==> src/rtl/fifo_pkg.sv <==
// Shared sizing helpers and read-mode constants for the event FIFO.
package fifo_pkg;

  localparam int FIFO_MODE_STD  = 0;
  localparam int FIFO_MODE_FWFT = 1;

  // Bits needed to hold an occupancy value in 0..depth.
  function automatic int cnt_w(input int depth);
    return $clog2(depth + 1);
  endfunction

  // Bits needed to address 0..depth-1, never narrower than one bit.
  function automatic int ptr_w(input int depth);
    int w;
    w = $clog2(depth);
    return (w < 1) ? 1 : w;
  endfunction

endpackage

==> src/rtl/fifo_mem.sv <==
// Storage array: one synchronous write port, one asynchronous read port, no reset.
module fifo_mem
  import fifo_pkg::*;
#(
  parameter int WIDTH = 8,
  parameter int DEPTH = 8,
  parameter int AW    = ptr_w(DEPTH)
) (
  input  logic             clk,
  input  logic             wr_en,
  input  logic [AW-1:0]    wr_addr,
  input  logic [WIDTH-1:0] wr_data,
  input  logic [AW-1:0]    rd_addr,
  output logic [WIDTH-1:0] rd_data
);

  logic [WIDTH-1:0] mem_q [DEPTH];

  // Accepted writes land at the write pointer on the clock edge.
  always_ff @(posedge clk) begin
    if (wr_en) begin
      mem_q[wr_addr] <= wr_data;
    end
  end

  assign rd_data = mem_q[rd_addr];

endmodule

==> src/rtl/sync_fifo_fwft.sv <==
// Single-clock FIFO for spike/event words with FWFT or registered read,
// occupancy count, threshold flags and sticky error flags.
module sync_fifo_fwft
  import fifo_pkg::*;
#(
  parameter int WIDTH     = 8,
  parameter int DEPTH     = 8,
  parameter int FWFT      = FIFO_MODE_FWFT,
  parameter int AF_THRESH = DEPTH - 2,
  parameter int AE_THRESH = 2,
  localparam int CW       = cnt_w(DEPTH)
) (
  input  logic             clk,
  input  logic             rst_n,
  input  logic             wr_en,
  input  logic [WIDTH-1:0] din,
  input  logic             rd_en,
  input  logic             clr_err,
  output logic [WIDTH-1:0] dout,
  output logic             dout_valid,
  output logic             full,
  output logic             empty,
  output logic             almost_full,
  output logic             almost_empty,
  output logic [CW-1:0]    count,
  output logic             overflow,
  output logic             underflow
);

  localparam int PW = ptr_w(DEPTH);
  localparam logic [PW-1:0] PTR_LAST = PW'(DEPTH - 1);

  // Reject illegal configurations at elaboration time.
  if (DEPTH < 2) begin : g_bad_depth
    $error("sync_fifo_fwft: DEPTH must be at least 2");
  end
  if (AF_THRESH < 1 || AF_THRESH > DEPTH) begin : g_bad_af
    $error("sync_fifo_fwft: AF_THRESH must lie in 1..DEPTH");
  end
  if (AE_THRESH < 0 || AE_THRESH >= DEPTH) begin : g_bad_ae
    $error("sync_fifo_fwft: AE_THRESH must lie in 0..DEPTH-1");
  end

  logic [PW-1:0]    wr_ptr_q, wr_ptr_d;
  logic [PW-1:0]    rd_ptr_q, rd_ptr_d;
  logic [CW-1:0]    count_q, count_d;
  logic             overflow_q, overflow_d;
  logic             underflow_q, underflow_d;
  logic             rd_acc, wr_acc;
  logic [WIDTH-1:0] rd_data;

  // Pointers wrap explicitly so any DEPTH works, not only powers of two.
  function automatic logic [PW-1:0] ptr_inc(input logic [PW-1:0] p);
    return (p == PTR_LAST) ? '0 : p + PW'(1);
  endfunction

  // Flags come straight from the registered count.
  assign full         = (count_q == CW'(DEPTH));
  assign empty        = (count_q == '0);
  assign almost_full  = (count_q >= CW'(AF_THRESH));
  assign almost_empty = (count_q <= CW'(AE_THRESH));
  assign count        = count_q;
  assign overflow     = overflow_q;
  assign underflow    = underflow_q;

  // A full FIFO still takes a write when a read frees a slot in the same cycle.
  assign rd_acc = rd_en && !empty;
  assign wr_acc = wr_en && (!full || rd_acc);

  // Next-state for pointers, occupancy and sticky errors (set beats clear).
  always_comb begin
    wr_ptr_d    = wr_acc ? ptr_inc(wr_ptr_q) : wr_ptr_q;
    rd_ptr_d    = rd_acc ? ptr_inc(rd_ptr_q) : rd_ptr_q;
    count_d     = count_q + CW'(wr_acc) - CW'(rd_acc);
    overflow_d  = overflow_q;
    underflow_d = underflow_q;
    if (clr_err) begin
      overflow_d  = 1'b0;
      underflow_d = 1'b0;
    end
    if (wr_en && !wr_acc) overflow_d  = 1'b1;
    if (rd_en && !rd_acc) underflow_d = 1'b1;
  end

  // Control state registers; reset discards every stored entry.
  always_ff @(posedge clk or negedge rst_n) begin
    if (!rst_n) begin
      wr_ptr_q    <= '0;
      rd_ptr_q    <= '0;
      count_q     <= '0;
      overflow_q  <= 1'b0;
      underflow_q <= 1'b0;
    end else begin
      wr_ptr_q    <= wr_ptr_d;
      rd_ptr_q    <= rd_ptr_d;
      count_q     <= count_d;
      overflow_q  <= overflow_d;
      underflow_q <= underflow_d;
    end
  end

  fifo_mem #(
    .WIDTH (WIDTH),
    .DEPTH (DEPTH),
    .AW    (PW)
  ) u_mem (
    .clk     (clk),
    .wr_en   (wr_acc),
    .wr_addr (wr_ptr_q),
    .wr_data (din),
    .rd_addr (rd_ptr_q),
    .rd_data (rd_data)
  );

  if (FWFT == FIFO_MODE_FWFT) begin : g_fwft
    // Head word is presented directly; zero when nothing is stored.
    assign dout       = empty ? '0 : rd_data;
    assign dout_valid = !empty;
  end else begin : g_std
    logic [WIDTH-1:0] dout_q, dout_d;
    logic             dout_valid_q, dout_valid_d;

    // Capture the head on an accepted read; valid is a one-cycle pulse.
    always_comb begin
      dout_d       = rd_acc ? rd_data : dout_q;
      dout_valid_d = rd_acc;
    end

    // Registered output stage.
    always_ff @(posedge clk or negedge rst_n) begin
      if (!rst_n) begin
        dout_q       <= '0;
        dout_valid_q <= 1'b0;
      end else begin
        dout_q       <= dout_d;
        dout_valid_q <= dout_valid_d;
      end
    end

    assign dout       = dout_q;
    assign dout_valid = dout_valid_q;
  end

endmodule

==> config.mk <==
export PLATFORM = sky130hd
export DESIGN_NAME = sync_fifo_fwft
export DESIGN_NICKNAME = d
export VERILOG_FILES = /design/src/rtl/fifo_pkg.sv /design/src/rtl/fifo_mem.sv /design/src/rtl/sync_fifo_fwft.sv
export SDC_FILE = /design/constraint.sdc
export NUM_CORES = 1
export LEC_CHECK = 0
export ABC_AREA = 1
export CAP_MARGIN = 30
export CELL_PAD_IN_SITES_DETAIL_PLACEMENT = 0
export CELL_PAD_IN_SITES_GLOBAL_PLACEMENT = 1
export CORE_ASPECT_RATIO = 0.5
export CORE_MARGIN = 4
export CORE_UTILIZATION = 45
export CTS_CLUSTER_SIZE = 28
export DETAILED_ROUTE_END_ITERATION = 10
export PLACE_DENSITY_LB_ADDON = 0.1
export SYNTH_ARGS = -nofsm -noshare
export SYNTH_HDL_FRONTEND = slang
export SYNTH_HIERARCHICAL = 1
export SYNTH_SLANG_ARGS = --single-unit
==> constraint.sdc <==
create_clock -name clk -period 2.2 [get_ports clk]
set_input_delay 0.55 -clock clk [delete_from_list [all_inputs] [get_ports clk]]
set_output_delay 0.55 -clock clk [all_outputs]
set_load 0.1 [all_outputs]
==> results.toml, run 1 <==
[run_status]
violations = "negative setup slack"
outcome = "finished with violations"

[floorplan]
coreArea_mm2 = 0.008000
fp.dieW_um = 136.4
initial_core_util_pct = 46.34
die_h_um = 72.18
std_cell_rows = 23
ios = 32
die_area_mm2 = 0.009842

[worst_setup_path]
worst_r2r_path_depth = 11
critical_path_class = "reg -> out"
cp_num_cells = 9
cp_slowest_cell = "dfrtp_2"
worstPathArrival_ns = 1.74
crit_chain = "buf_12 -> nand2_1 -> nand3_2 -> nand2_2 -> nand2_2 -> nand2_1 -> inv_1 -> nor2_4 -> buf_12"
required_ns = 1.65
path_max_fanout = 32
cp-end-kind = "output port"
crit_path_start_kind = "register"
crit_buf_inv = 3
crit_family = "simple AND/OR/NAND/NOR gates"
max_stage_delay_ns = 0.46

[global_routing]
met1_usage_pct = 25.00
grt_use_met2_pct = 29.53
antenna_found_initial = 0
grt_pass1_wl_um = 13190
grt_max_degree = 33
grt_overflow = 0
grt.met3_usage_pct = 5.194
grt_util_all_layers_pct = 18.34
grt_pass1_vias = 2485
busiest_layer = "met2"

[synth]
yosysUniqueCellTypes = 22
syn-num-nets = 416
synth.ff_latch_count = 76
yosys_warnings = 6
ys_top_cells_by_area = "edfxtp_1, nand2_1, inv_1, dfrtp_1, nand3_1"
syn_area_mm2 = 0.003707
synth_area_leader_cell = "edfxtp_1"
yosysSeqAreaShare_pct = 59.94
synth_top_area_share_pct = 51.84
syn_inst = 391
synth_area_per_cell_um2 = 9.482

[sta]
drv_slew = 0
rsz0062_at_grt = "true"
worst_pin_slew_ns = 0.5925
finalHoldViolations = 0
max_slew_margin_pct = 60.38
setup_viol = 8
fin_crit_ns = 2.293
fmax_mhz = 436.1
setup_slack_ns = -0.09316
tns_ns = -0.4975
min_period_over_period_pct = 104.2
skew_ns = 0.006373
hold_ws_ns = 0.5396

[clock_tree]
numCtsBuffers = 9
clock_sinks = 76
clk_pin_slew_worst_paths_ns = 0.06
insertion_delay_ns = 0.33
cts_hold_buf = 0
cts_tree = "yes"
clock_path_buffers = 2
cts-root-buf = "clkbuf_16"
htree_levels = 3

[cells_and_area]
regArea_mm2 = 0.002233
final_layout_size_suffix_gt1_share_pct = 22.27
final_cell_area_mm2 = 0.004831
layout_common_cells = "nand2_1, inv_1, edfxtp_1"
fin_nets = 461
syn2layout_area_growth_pct = 30.31
multi_input_area_mm2 = 0.001280
layout_commonest_cell = "nand2_1"
nFillCells = 688
num_antenna_cells = 0

[worst_hold_path]
min_path_type = "reg -> reg"
holdPathStages = 2

[routing]
route.detailed.drc = 0
drt-wirelength-per-cell_um = 14.96
ant_nets = 0
vias = 2536
vias_per_cell = 4.594
drt-pass1-iter-count = 4
routed_wl_um = 8259
drt_iter0_drc = 180

[placement]
gp_congestion = 0.8528
placed_cell_area_mm2 = 0.004508
dp_hpwl_um = 5911
placement.io_buffers = 31

[run]
maxCapViolCount = 0
path summary, 6_finish.rpt:
path | slack [ns] | start | end
min | 0.54 | underflow | underflow
max | -0.09 | rd_ptr_q[0] | dout[5]
min reg2reg | 0.54 | underflow | underflow
min in group asynchronous | 0.59 | rst_n | rd_ptr_q[2]
max in group asynchronous | 1.17 | rst_n | count[2]
max reg2reg | 0.18 | count[2] | count[1]
cells in the mapped netlist (all sizes together):
master and count:
nand2 134, inv 90, dfrtp 12, xnor2 2, o21ai 2, ha 11, nand3 38, buf 11
fa 1, a22o 1, edfxtp 64, nand3b 1, nor3b 1, nor2 22, a21oi 1
routing by layer:
metal	wire [um]	vias to the layer above
li1	-	1290
met1	3732	1164
met2	3783	78
met3	690	4
met4	52	0
met5	0	-
kinds of logic (layout without fill, tap and decap cells):
kind of cell             count (synthesis)  after routing  synth area share, %
AO/OA/AOI/OAI                            4              4               0.6412
XOR/XNOR                                 2              2               0.4726
adder cells (fa/ha/maj)                 12             12                4.252
buffers and inverters                  101            150                11.88
flip-flops                              76             76                59.94
AND/OR/NAND/NOR                        196            196                22.81
repair_timing:
action / CTS / global route
endpoints found under the setup margin: 11 / 10
hold endpoints to repair: 0 / 0
setup buffers: 2 / 0
resized for setup: 13 / 5
registers in the layout, summed over array words and instances, names as in the netlist:
| register | cells |
|---|---|
| count | 4 |
| rd_ptr_q | 3 |
| wr_ptr_q | 3 |
| underflow | 1 |
| overflow | 1 |
| u_mem/mem_q | 64 |
cell type report:
class	count	share of cell area, %
Timing Repair Buffer	45	11.58
Clock buffer	11	4.817
Inverter	90	7.615
Multi-Input combinational cell	214	26.50
Clock inverter	4	0.3626
Tap cell	112	2.901
Sequential cell	76	46.23
worst min-delay path, cell delays in order (launching register included):
cell and delay [ns]:
dfrtp_1 0.38, inv_1 0.05, o21ai_0 0.06
per-stage QoR:
stage	utilization (%)	setup slack, ns	instances
detailed placement	56.35	-0.08682	535
global placement	56.35	-0.03721	535
floorplan	-	-0.6050	391
global route	60.38	-0.1821	552
finish	60.38	-0.09316	552
CTS	60.21	-0.1038	552
Power of run 1 is left out: the tool's default activity adds up to more than one toggle a clock period on the data nets, which glitch-free logic cannot reach.
==> run 2, diff against run 1 <==
--- a/config.mk
+++ b/config.mk
@@ -7,11 +7,11 @@
 export LEC_CHECK = 0
 export ABC_AREA = 1
 export CAP_MARGIN = 30
-export CELL_PAD_IN_SITES_DETAIL_PLACEMENT = 0
-export CELL_PAD_IN_SITES_GLOBAL_PLACEMENT = 1
+export CELL_PAD_IN_SITES_DETAIL_PLACEMENT = 1
+export CELL_PAD_IN_SITES_GLOBAL_PLACEMENT = 2
 export CORE_ASPECT_RATIO = 0.5
 export CORE_MARGIN = 4
-export CORE_UTILIZATION = 45
+export CORE_UTILIZATION = 36
 export CTS_CLUSTER_SIZE = 28
 export DETAILED_ROUTE_END_ITERATION = 10
 export PLACE_DENSITY_LB_ADDON = 0.1
==> run 2 against run 1 <==
  * The run still ends with negative setup slack left
  * Maximum frequency shrank 1.3%
  * Worst hold slack lost 0.0011 ns
  * Cell count grew 4.7%
  * Flip-flop and latch count is the same
  * First-iteration DRC count grew 5.6%
  * Clock-buffer cell count shrank 2
  * Core utilization shrank 9.2 points
  * Via count grew 5.3%
  * Register-to-register slack lost 0.10 ns
  * Design area grew 3.1%
  * Worst setup slack lost 0.031 ns
  * Die area grew 23%
  * Largest cell class unchanged
==> results.toml, run 2 (synthesis results as in run 1) <==
[run_status]
outcome = "finished with violations"
violations = "negative setup slack"

[routing]
route.detailed.drc = 0
routed_wl_um = 9667
drt_iter0_drc = 190
vias = 2670
drt-wirelength-per-cell_um = 16.72
vias_per_cell = 4.619
drt-pass1-iter-count = 5
ant_nets = 0

[sta]
setup_viol = 8
max_slew_margin_pct = 58.44
skew_ns = 0.005215
worst_pin_slew_ns = 0.6214
fin_crit_ns = 2.324
drv_slew = 0
rsz0062_at_grt = "true"
setup_slack_ns = -0.1241
finalHoldViolations = 0
fmax_mhz = 430.3
hold_ws_ns = 0.5385
min_period_over_period_pct = 105.6

[global_routing]
grt_overflow = 0
grt_pass1_wl_um = 15400
grt_max_degree = 33
grt_pass1_vias = 2756
grt_util_all_layers_pct = 17.64
antenna_found_initial = 0

[clock_tree]
cts-root-buf = "clkbuf_16"
cts_tree = "yes"
insertion_delay_ns = 0.33
numCtsBuffers = 9
clock_sinks = 76
clk_pin_slew_worst_paths_ns = 0.06
clock_path_buffers = 2
htree_levels = 3
cts_hold_buf = 0

[cells_and_area]
layout_common_cells = "nand2_1, inv_1, edfxtp_1"
regArea_mm2 = 0.002233
fin_nets = 464
post-route-util_pct = 51.20
nFillCells = 1070
layout_commonest_cell = "nand2_1"
num_antenna_cells = 0
syn2layout_area_growth_pct = 34.36
final_cells = 578
multi_input_area_mm2 = 0.001320
largest_register_ffs = 64
regMostFlops = "u_mem/mem_q"
final_layout_size_suffix_gt1_share_pct = 24.15

[placement]
gp_congestion = 0.7709
dp_hpwl_um = 6930
placement.io_buffers = 31
post-place-cells = 557

[run]
maxCapViolCount = 0

[worst_hold_path]
min_path_type = "reg -> reg"

[worst_setup_path]
worstPathArrival_ns = 1.77
crit_path_start_kind = "register"
critical_path_class = "reg -> out"
cp-end-kind = "output port"
path_max_fanout = 31
required_ns = 1.65

[floorplan]
fp.dieW_um = 151.5
coreArea_mm2 = 0.009728
die_h_um = 79.76
ios = 32
initial_core_util_pct = 38.11
die_area_mm2 = 0.01208
std_cell_rows = 25
## run 2: cell types whose count changed in the layout (fill, tap and decap cells not counted), sizes merged
cell      previous run  this run
buf                 33        36
bufinv               0         1
clkbuf              11         9
clkinvlp             0         1
## run 2: area by class of cell
| cell class | count | share of cell area, % |
|---|---|---|
| clock buffer | 9 | 4.521 |
| multi-input combinational | 214 | 26.50 |
| tap | 135 | 3.391 |
| clock inverter | 6 | 1.130 |
| inverter | 90 | 7.435 |
| sequential | 76 | 44.84 |
| timing repair buffer | 48 | 12.18 |
## run 2: path summary, 6_finish.rpt
| path | start | endpoint | slack, ns | cells past startpoint |
|---|---|---|---|---|
| max | rd_ptr_q[0] | dout[7] | -0.12 | 9 |
| min | underflow | underflow | 0.54 | 2 |
| max reg2reg | count[3] | count[2] | 0.08 | 11 |
| min reg2reg | underflow | underflow | 0.54 | 2 |
| max in group asynchronous | rst_n | count[2] | 1.13 | 1 |
| min in group asynchronous | rst_n | underflow | 0.61 | 1 |
## run 2: routing by layer
layer / up-vias / GRT usage (%) / wire length (um)
li1: 1296 / - / -
met1: 1318 / 24.08 / 4731
met2: 47 / 27.93 / 4503
met3: 9 / 5.615 / 352
met4: 0 / 3.315 / 79
met5: - / 0 / 0
## run 2: critical path: stages (launching register included)
cell and delay (ns):
dfrtp_2 0.45, buf_12 0.19, nand2_1 0.08, nand3_1 0.13, nand2_1 0.09, nand2_1 0.05, nand2_1 0.07, inv_1 0.06
nor2_4 0.13, buf_12 0.18
## run 2: what timing repair did
action,in CTS,in global routing
gates resized for setup,16,8
endpoints found under the setup margin,11,11
pin swaps,0,2
setup buffers,1,5
## run 2: stage by stage
step / instance area (um2) / setup slack [ns] / setup TNS [ns]
2_1_floorplan: 3928 / -0.6050 / -24.75
3_3_place_gp: 4554 / -0.04422 / -0.7640
3_5_place_dp: 4554 / -0.1477 / -4.809
4_1_cts: 4910 / -0.1224 / -0.8130
5_1_grt: 4981 / -0.2289 / -1.698
6_report: 4981 / -0.1241 / -0.6231
Power of run 2 is left out for the same reason.
==> run 3, diff against run 2 <==
--- a/config.mk
+++ b/config.mk
@@ -15,7 +15,9 @@
 export CTS_CLUSTER_SIZE = 28
 export DETAILED_ROUTE_END_ITERATION = 10
 export PLACE_DENSITY_LB_ADDON = 0.1
+export SETUP_SLACK_MARGIN = 0.2
 export SYNTH_ARGS = -nofsm -noshare
 export SYNTH_HDL_FRONTEND = slang
 export SYNTH_HIERARCHICAL = 1
 export SYNTH_SLANG_ARGS = --single-unit
+export TNS_END_PERCENT = 100
==> run 3 against run 2 <==
  * Sequential share of layout area is 3.7 points lower
  * Largest cell class unchanged
  * Worst setup slack worse by 0.037 ns
  * Via count is 5.6% higher
  * Flip-flop and latch count stayed put
  * Core utilization is 4.6 points higher
  * Non-clock buffer count is 14 higher
  * The run still ends with negative setup slack left
  * Worst hold slack worse by 0.016 ns
  * First-iteration DRC count is 12% higher
  * Maximum frequency is 1.6% lower
  * Critical endpoint is now dout[5]
==> results.toml, run 3 (synthesis results as in run 1) <==
[clock_tree]
cts_hold_buf = 0
clock_sinks = 76
clk_pin_slew_worst_paths_ns = 0.06
cts-root-buf = "clkbuf_16"
insertion_delay_ns = 0.34
htree_levels = 3
clock_path_buffers = 2
numCtsBuffers = 9
cts_tree = "yes"

[sta]
skew_ns = 0.005468
finalHoldViolations = 0
worst_pin_slew_ns = 0.6248
fin_crit_ns = 2.361
fmax_mhz = 423.6
rsz0062_at_grt = "true"
min_period_over_period_pct = 107.3
setup_viol = 8
drv_slew = 0
max_slew_margin_pct = 58.22
setup_slack_ns = -0.1607

[routing]
drt_iter0_drc = 213
routed_wl_um = 11080
vias_per_cell = 4.739
drt-pass1-iter-count = 4
drt-wirelength-per-cell_um = 18.62
route.detailed.drc = 0
vias = 2820
ant_nets = 0

[placement]
post-place-cells = 558
dp_hpwl_um = 7173
gp_congestion = 0.7799
placement.io_buffers = 31

[global_routing]
grt_util_all_layers_pct = 19.90
grt_max_degree = 17
grt_pass1_wl_um = 16930
antenna_found_initial = 0
grt_overflow = 0
grt_pass1_vias = 2979

[floorplan]
coreArea_mm2 = 0.009728
fp.dieW_um = 151.5
die_h_um = 79.76
initial_core_util_pct = 38.11
std_cell_rows = 25
die_area_mm2 = 0.01208
ios = 32

[cells_and_area]
post-route-util_pct = 55.81
final_layout_size_suffix_gt1_share_pct = 34.57
num_antenna_cells = 0
layout_commonest_cell = "nand2_1"
fin_nets = 480
regMostFlops = "u_mem/mem_q"
syn2layout_area_growth_pct = 46.44
largest_register_ffs = 64
layout_common_cells = "nand2_1, inv_1, edfxtp_1"
final_cells = 595

[worst_setup_path]
max_stage_delay_ns = 0.47
worst_r2r_path_depth = 10
crit_top_cell = "nand2_1"
required_ns = 1.65
cp-end-kind = "output port"
crit_buf_inv = 4
path_max_fanout = 8
worstPathArrival_ns = 1.81
cp_slowest_cell = "dfrtp_2"
crit_chain = "buf_12 -> buf_16 -> nand2_4 -> nand3_2 -> nand2_1 -> nand2_1 -> nand2_1 -> inv_2 -> nor2_4 -> buf_12"
crit_family = "buffers and inverters"
crit_path_start_kind = "register"
critical_path_class = "reg -> out"
cp_num_cells = 10

[run]
maxCapViolCount = 0

[run_status]
outcome = "finished with violations"
violations = "negative setup slack"

[worst_hold_path]
holdPathStages = 2
min_path_type = "reg -> reg"
-- run 3: repair_timing --
item / CTS / global route
endpoints found under the setup margin: 79 / 72
gates resized for setup: 53 / 31
pin swaps: 36 / 25
setup buffers: 11 / 6
cloned: 4 / 0
-- run 3: final cells by class --
type,count,area (um2)
tap,135,168.9
multi-input combinational,214,1479
timing repair inverter,2,25.02
sequential,76,2233
fill,1015,4299
clock buffer,13,292.8
timing repair buffer,62,820.8
inverter,90,392.9
clock inverter,3,16.27
-- run 3: path summary, 6_finish.rpt --
check / start / end / slack [ns]
min in group asynchronous: rst_n / wr_ptr_q[2] / 0.61
max in group asynchronous: rst_n / count[2] / 1.13
worst max register to register: count[3] / count[1] / 0.16
worst min register to register: overflow / overflow / 0.52
worst min-delay path: overflow / overflow / 0.52
worst max-delay path: rd_ptr_q[0] / dout[5] / -0.16
-- run 3: stage by stage --
stage | TNS (ns) | hold slack, ns | setup slack (ns) | instance area, um2
2_1_floorplan | -24.85 | 0.2544 | -0.6049 | 3938
3_3_place_gp | -0.5738 | 0.5095 | -0.03720 | 4559
3_5_place_dp | -3.638 | 0.5163 | -0.1130 | 4559
4_1_cts | -0.9725 | 0.5311 | -0.1286 | 5240
5_1_grt | -1.837 | 0.5588 | -0.2694 | 5429
6_report | -1.062 | 0.5227 | -0.1607 | 5429
-- run 3: layer usage --
metal	routed length [um]	up-vias	track usage [%]
met5	0	-	0
met4	99	0	4.032
met3	462	11	6.012
met2	5379	68	32.27
met1	5139	1403	26.66
li1	-	1338	-
-- run 3: tightest hold or removal path, cell delays in order (launching register included) --
cell and delay, ns:
dfrtp_1 0.38, inv_1 0.06, o21ai_1 0.05
Power of run 3 is left out for the same reason.
